## config.mk

```make
export PLATFORM = sky130hd
export DESIGN_NAME = calc_operand_entry_flat
export DESIGN_NICKNAME = d
export VERILOG_FILES = /design/src/rtl/calc_pkg.sv /design/src/rtl/calc_operand_entry_if.sv /design/src/rtl/calc_digit_acc.sv /design/src/rtl/calc_operand_entry.sv /design/src/flat_wrapper.sv
export SDC_FILE = /design/constraint.sdc
export NUM_CORES = 1
export LEC_CHECK = 0
export ABC_AREA = 1
export CORE_MARGIN = 10
export CORE_UTILIZATION = 25
export DETAILED_ROUTE_END_ITERATION = 6
export HOLD_SLACK_MARGIN = 0.12
export PLACE_DENSITY = 0.61
export SETUP_SLACK_MARGIN = 0.02
export SYNTH_ARGS = -nofsm -noshare
export SYNTH_HDL_FRONTEND = slang
export SYNTH_HIERARCHICAL = 1
export SYNTH_SLANG_ARGS = --single-unit
```

## constraint.sdc

```tcl
create_clock -name clk -period 1.57 [get_ports clk]
set_clock_uncertainty 0.15 [all_clocks]
set_input_delay 0.314 -clock clk [delete_from_list [all_inputs] [get_ports clk]]
set_output_delay 0.314 -clock clk [all_outputs]
set_load 0.005 [all_outputs]
```

## src/rtl/calc_pkg.sv

```systemverilog
// Shared definitions for the calculator front end: op codes, entry FSM states, default widths.
package calc_pkg;
  localparam int OPW_DEF  = 6;
  localparam int RESW_DEF = 12;

  localparam logic [1:0] OP_ADD = 2'b00;
  localparam logic [1:0] OP_SUB = 2'b01;
  localparam logic [1:0] OP_MUL = 2'b10;
  localparam logic [1:0] OP_DIV = 2'b11;

  typedef enum logic [2:0] {
    ENT_A,
    ENT_B,
    ISSUE,
    WAIT,
    SHOW
  } state_t;
endpackage

```

## src/rtl/calc_operand_entry_if.sv

```systemverilog
// Operand/result link between the entry front end (master) and the ALU (slave).
interface calc_operand_entry_if import calc_pkg::*; #(
  parameter int OPW  = OPW_DEF,
  parameter int RESW = RESW_DEF
);
  logic [OPW-1:0]  opa;
  logic [OPW-1:0]  opb;
  logic [1:0]      op_sel;
  logic            calc_valid;
  logic            calc_ready;
  logic            res_valid;
  logic [RESW-1:0] res;

  modport master (
    output opa, opb, op_sel, calc_valid,
    input  calc_ready, res_valid, res
  );

  modport slave (
    input  opa, opb, op_sel, calc_valid,
    output calc_ready, res_valid, res
  );
endinterface

```

## src/rtl/calc_digit_acc.sv

```systemverilog
// Hex digit shift accumulator with sticky overflow; load replaces the value, shift appends a nibble.
// One-cycle update, no backpressure; clr restores zero value and clears overflow.
module calc_digit_acc #(
  parameter int OPW = 6
) (
  input  logic           clk,
  input  logic           rst_n,
  input  logic           clr,
  input  logic           load,
  input  logic [OPW-1:0] ld_val,
  input  logic           shift,
  input  logic [3:0]     nibble,
  output logic [OPW-1:0] acc,
  output logic           ovf
);
  logic [OPW+3:0] shifted;

  assign shifted = {acc, nibble};

  always_ff @(posedge clk) begin
    if (!rst_n || clr) begin
      acc <= '0;
      ovf <= 1'b0;
    end else if (load) begin
      acc <= ld_val;
    end else if (shift) begin
      acc <= shifted[OPW-1:0];
      ovf <= ovf | (|shifted[OPW+3:OPW]);
    end
  end
endmodule

```

## src/rtl/calc_operand_entry.sv

```systemverilog
// Calculator key entry: builds A/B/op, issues to the ALU on valid/ready, shows the result; key_eq->calc_valid 1 cycle,
// res_valid->display 1 cycle; request held frozen until calc_ready. CALC_DIV0_CHECK_EN enables local divide-by-zero trap.
module calc_operand_entry import calc_pkg::*; #(
  parameter int OPW  = OPW_DEF,
  parameter int RESW = RESW_DEF
) (
  input  logic                 clk,
  input  logic                 rst_n,
  input  logic                 key_valid,
  input  logic [3:0]           key_code,
  input  logic                 key_op,
  input  logic [1:0]           op_in,
  input  logic                 key_eq,
  input  logic                 key_clr,
  calc_operand_entry_if.master alu,
  output logic [3:0]           H0,
  output logic [3:0]           H1,
  output logic [3:0]           H2,
  output logic [3:0]           H3,
  output logic                 ovf,
  output logic                 err
);
  state_t          state;
  logic [OPW-1:0]  acc;
  logic [OPW-1:0]  opa_q;
  logic [1:0]      op_sel_q;
  logic            calc_valid_q;
  logic [RESW-1:0] result_q;
  logic            err_q;

  // Only the highest-priority strobe of a cycle acts.
  logic ev_op, ev_eq, ev_dig;
  assign ev_op  = key_op & ~key_clr;
  assign ev_eq  = key_eq & ~key_op & ~key_clr;
  assign ev_dig = key_valid & ~key_eq & ~key_op & ~key_clr;

  logic div0;
`ifdef CALC_DIV0_CHECK_EN
  assign div0 = (op_sel_q == OP_DIV) && (acc == '0);
`else
  assign div0 = 1'b0;
`endif

  logic           acc_load, acc_shift;
  logic [OPW-1:0] acc_ld_val;

  always_comb begin
    acc_load   = 1'b0;
    acc_shift  = 1'b0;
    acc_ld_val = '0;
    unique case (state)
      ENT_A: begin
        if (ev_op)       acc_load  = 1'b1;
        else if (ev_dig) acc_shift = 1'b1;
      end
      ENT_B: begin
        if (ev_dig) acc_shift = 1'b1;
      end
      SHOW: begin
        if (ev_op) begin
          acc_load = 1'b1;
        end else if (ev_dig) begin
          acc_load   = 1'b1;
          acc_ld_val = OPW'(key_code);
        end
      end
      default: ;
    endcase
  end

  calc_digit_acc #(.OPW(OPW)) u_acc (
    .clk    (clk),
    .rst_n  (rst_n),
    .clr    (key_clr),
    .load   (acc_load),
    .ld_val (acc_ld_val),
    .shift  (acc_shift),
    .nibble (key_code),
    .acc    (acc),
    .ovf    (ovf)
  );

  always_ff @(posedge clk) begin
    if (!rst_n || key_clr) begin
      state        <= ENT_A;
      opa_q        <= '0;
      op_sel_q     <= 2'b00;
      calc_valid_q <= 1'b0;
      result_q     <= '0;
      err_q        <= 1'b0;
    end else begin
      if (ev_op || ev_dig) err_q <= 1'b0;
      unique case (state)
        ENT_A: begin
          if (ev_op) begin
            opa_q    <= acc;
            op_sel_q <= op_in;
            state    <= ENT_B;
          end
        end
        ENT_B: begin
          if (ev_op) begin
            op_sel_q <= op_in;
          end else if (ev_eq) begin
            if (div0) begin
              err_q    <= 1'b1;
              result_q <= '0;
              state    <= SHOW;
            end else begin
              calc_valid_q <= 1'b1;
              state        <= ISSUE;
            end
          end
        end
        ISSUE: begin
          if (alu.calc_ready) begin
            calc_valid_q <= 1'b0;
            state        <= WAIT;
          end
        end
        WAIT: begin
          if (alu.res_valid) begin
            result_q <= alu.res;
            state    <= SHOW;
          end
        end
        SHOW: begin
          if (ev_op) begin
            opa_q    <= result_q[OPW-1:0];
            op_sel_q <= op_in;
            state    <= ENT_B;
          end else if (ev_dig) begin
            state <= ENT_A;
          end
        end
        default: state <= ENT_A;
      endcase
    end
  end

  // The accumulator is the operand being typed: A in ENT_A, B everywhere else.
  assign alu.opa        = (state == ENT_A) ? acc : opa_q;
  assign alu.opb        = (state == ENT_A) ? '0 : acc;
  assign alu.op_sel     = op_sel_q;
  assign alu.calc_valid = calc_valid_q;
  assign err            = err_q;

  logic [15:0] disp;
  logic [7:0]  opd8;

  always_comb begin
    opd8 = 8'(acc);
    if (state == SHOW)
      disp = 16'(result_q);
    else
      disp = {((state == ENT_B) ? {2'b00, op_sel_q} : 4'h0), 4'h0, opd8};
  end

  assign H0 = disp[3:0];
  assign H1 = disp[7:4];
  assign H2 = disp[11:8];
  assign H3 = disp[15:12];
endmodule

```

## src/flat_wrapper.sv

```systemverilog
// flat-port wrapper written by rule: the top's interface ports become plain ports
module calc_operand_entry_flat import calc_pkg::*;
#(
  parameter int OPW  = OPW_DEF,
  parameter int RESW = RESW_DEF
)
  (clk, rst_n, key_valid, key_code, key_op, op_in, key_eq, key_clr, H0, H1, H2, H3, ovf, err, alu_opa, alu_opb, alu_op_sel, alu_calc_valid, alu_calc_ready, alu_res_valid, alu_res);
  calc_operand_entry_if #(.OPW(OPW), .RESW(RESW)) alu_i ();
  input  logic clk;
  input  logic rst_n;
  input  logic key_valid;
  input  logic [3:0] key_code;
  input  logic key_op;
  input  logic [1:0] op_in;
  input  logic key_eq;
  input  logic key_clr;
  output logic [3:0] H0;
  output logic [3:0] H1;
  output logic [3:0] H2;
  output logic [3:0] H3;
  output logic ovf;
  output logic err;
  output wire logic [$bits(alu_i.opa)-1:0] alu_opa;
  output wire logic [$bits(alu_i.opb)-1:0] alu_opb;
  output wire logic [$bits(alu_i.op_sel)-1:0] alu_op_sel;
  output wire logic [$bits(alu_i.calc_valid)-1:0] alu_calc_valid;
  input wire logic [$bits(alu_i.calc_ready)-1:0] alu_calc_ready;
  input wire logic [$bits(alu_i.res_valid)-1:0] alu_res_valid;
  input wire logic [$bits(alu_i.res)-1:0] alu_res;
  assign alu_opa = alu_i.opa;
  assign alu_opb = alu_i.opb;
  assign alu_op_sel = alu_i.op_sel;
  assign alu_calc_valid = alu_i.calc_valid;
  assign alu_i.calc_ready = alu_calc_ready;
  assign alu_i.res_valid = alu_res_valid;
  assign alu_i.res = alu_res;
  calc_operand_entry #(.OPW(OPW), .RESW(RESW)) u_core (.clk(clk), .rst_n(rst_n), .key_valid(key_valid), .key_code(key_code), .key_op(key_op), .op_in(op_in), .key_eq(key_eq), .key_clr(key_clr), .alu(alu_i), .H0(H0), .H1(H1), .H2(H2), .H3(H3), .ovf(ovf), .err(err));
endmodule
```

==> summary.txt <==
Status
  • Outcome: finished with violations
  • Failing checks: setup timing

Finish
  • ANT cells: 0
  • Area growth syn-to-layout: 90.3%
  • Final-layout fill cell count: 657
  • Final layout net count: 416
  • Share of cells above drive strength 1: 47.1%

Routing
  • Number of iterations in the first detailed-routing pass: 4
  • Detailed router's first-iteration violation count: 76
  • Antenna violation net count after detailed routing: 0
  • Remaining DRCs: 0
  • DR vias: 2082
  • Avg Vias per Cell: 4.42
  • Final routed wire length divided by cell count: 13.6 µm
  • Routed Wire Length: 6410 µm

Worst setup path
  • Crit path buf inv count: 5
  • Worst setup path category: flip-flop to output port
  • Most prevalent standard cell on the critical path: buf_6
  • Endpoint of the lowest-slack register-to-register path: u_core/u_acc/ovf
  • Launching element type of the critical path: flip-flop
  • WP data arrival: 1.50 ns
  • Worst Reg-to-Reg Cells: 11
  • Top cell family by delay on the critical path: buffers and inverters
  • Launch point of the worst path: u_core/state[1]
  • Maximum cell stage delay along the critical path: 0.37 ns
  • Required arrival time at the worst endpoint: 1.11 ns
  • CP max stage cell: dfxtp_4
  • Instance count on the critical path: 8
  • Setup slack of the most critical reg-to-reg path: -0.24 ns
  • Critical R2R Launch: u_core/state[0]
  • CP Max Fanout: 4
  • Crit-path cells: inv_4, nand2_4, nor2_8, clkinvlp_4, buf_6, buf_6, nor2_1, buf_2
  • Endpoint class of the critical path: output port

Synthesis
  • Most common cell in the netlist: nand2_1
  • Number of cells produced by synthesis: 266
  • Proportion of netlist area held by the largest area contributor: 35.8%
  • Number of flops mapped to enable cells by yosys: 0
  • Synthesis warning total: 6
  • Synth cell types: 24
  • Flip-flop and latch count after synthesis: 31
  • Cell type with the largest total area after synthesis: dfxtp_1
  • Sequential share of the synthesized area: 35.8%
  • Predominant post-synthesis flop cell: dfxtp_1
  • Synth async-reset ratio: 0%
  • Biggest area contributors in the synthesized netlist: dfxtp_1 36%, nand2_1 12%, nor2_1 9.3%, inv_1 9.1%, o21ai_0 6.1%
  • Mapped Area: 1730 µm²
  • Most used standard cells in the synthesized netlist: 54 x nand2_1, 43 x nor2_1, 42 x inv_1
  • Mean area per synthesized cell: 6.52 µm²

Power and ir drop
  • Worst ir drop on vdd: 0.254 mV
  • Final Power: 1.91 mW
  • P per Cell Area: 580 nW/µm²
  • P_leak: 1.53 nW

Floorplan
  • Die area: 10700 µm²
  • Initial cell density of the core: 25.7%
  • Die W: 103 µm
  • Vertical die dimension: 103 µm
  • Core region area: 6760 µm²
  • Cell Rows: 30
  • Top-Level Pins: 59

Global route
  • GRT Resource Usage Total: 11.5%
  • First-pass GRT wire length: 9670 µm
  • Number of global-route vias before repair: 1983
  • Initial antenna violation count: 0
  • Pin count of the biggest net entering global routing: 20
  • Total congestion overflow after global routing: 0

Timing
  • Period utilisation layout: 125%
  • Timing-limited maximum frequency: 510 MHz
  • Number of endpoints failing setup at the final stage: 34
  • Max-slew violation count: 0
  • Count of endpoints failing hold in the final timing report: 0
  • Min setup slack post-route: -0.390 ns
  • Summed negative setup slack over all endpoints: -9.11 ns
  • Unrepaired setup endpoints after global routing: yes
  • Final worst path period need: 1.96 ns

Clocking
  • H-tree levels: 2
  • Clock latency reported for the late side of the worst-skew pair: 0.29 ns
  • Inserted Clock Buffers: 5
  • Maximum buffer depth of the clock tree: 2
  • CTS tree: done
  • Clock transition time at the flip-flop clock pins of the worst setup and hold paths: 0.07 ns
  • Quantity of hold-fixing buffers added after cts: 0
  • Root Buffer Master: clkbuf_8
  • Clock sinks: 31

Hold path
  • Path category of the worst min-delay check: flip-flop to flip-flop
  • Worst min-delay path startpoint: u_core/u_acc/ovf
  • Worst Hold Path EP: u_core/u_acc/ovf
  • Number of instances on the worst hold path: 2

Place
  • Routability-driven placement congestion ratio: 0.836
  • Detailed placement HPWL: 4180 µm
  • Setup Slack @ Placement: -0.400 ns
  • Total of buffers placed on input and output ports: 55

Flow run
  • Maximum Capacitance Violations: 0
-- how the worst max path moves through the flow --
stage                                to  slack [ns]
floorplan           u_core/u_acc/acc[0]        0.01
global placement    u_core/u_acc/acc[0]       -0.38
detailed placement  u_core/u_acc/acc[0]       -0.40
CTS                               H2[1]       -0.38
global route                      H1[2]       -0.45
finish                            H1[2]       -0.39
-- per-layer routing --
metal / global-route usage [%] / routed length [µm] / vias to the layer above
met3: 3.52 / 334 / 5
li1: - / - / 1073
met4: 2.57 / 44 / 0
met1: 14.1 / 2850 / 949
met5: 0 / 0 / -
met2: 19.3 / 3180 / 55
-- cell usage in the layout, fill, tap and decap left out, types with 2 or more instances in the layout --
master           instances
nand2_1                 43
dlygate4sd2_1            4
buf_12                   2
nand2_4                  3
o21ai_4                  6
o21ai_0                  7
clkbuf_8                 6
nand3_4                  2
nand3_1                 13
clkdlybuf4s50_1         23
nor2_8                   2
dfxtp_4                  3
nor2_2                  12
nand3_2                  7
buf_6                   31
inv_1                   33
dfxtp_1                 28
o21ai_2                 12
a21oi_1                 15
dlymetal6s2s_1           2
buf_4                   34
nor2_1                  27
nand2_2                 10
inv_4                    3
buf_2                   25
conb_1                   5
clkinvlp_4               2
o21ai_1                  5
a21oi_2                  3
nor2_4                   8
inv_2                    5
-- logic make-up after synthesis --
group	synth area share [%]
buffers and inverters	14.4
DFF	35.8
AOI/OAI and AO/OA	15.9
other	0.216
and+or+nand+nor	33.7
-- state kept, by name, indices dropped and copies added (netlist names) --
register	count
u_core/alu.calc_valid	1
u_core/alu.op_sel	2
u_core/opa_q	6
u_core/result_q	12
u_core/state	3
u_core/u_acc/acc	6
u_core/u_acc/ovf	1
-- area by class of cell --
class,count,area (µm²),share of cell area (%)
multi-input cells,184,1170,35.4
clock buffers,7,108,3.26
clock inverters,1,5.00,0.152
inverters,46,213,6.44
flip-flops and latches,31,632,19.1
well taps,80,100,3.03
repair buffers,122,1070,32.6
-- tightest hold or removal path, cell delays in order, from the launching register on --
cell and delay [ns]:
dfxtp_1 0.31, inv_1 0.06, a21oi_2 0.04
-- power by group --
group	leakage [nW]	internal (mW)	switching (mW)
Combinational	1.21	0.179	0.163
Clock	0.0594	0.449	0.323
Sequential	0.253	0.792	0.00745
Total	1.53	1.42	0.493
-- what timing repair did --
action,4_1_cts,5_1_grt
buffers inserted,21,16
pin swaps,11,41
endpoints found under the setup margin,47,50
resized for setup,159,86
gates cloned,1,0
-- per-stage QoR --
step	cells	util [%]	hold slack [ns]	cell area, µm²
after detailed placement	432	39.2	0.294	2650
final	471	48.9	0.300	3300
after global placement	432	39.2	0.289	2650
after global routing	471	48.9	0.332	3300
after floorplan	270	-	0.280	1770
after CTS	461	43.3	0.303	2930
(Power assumes the default switching activity.)
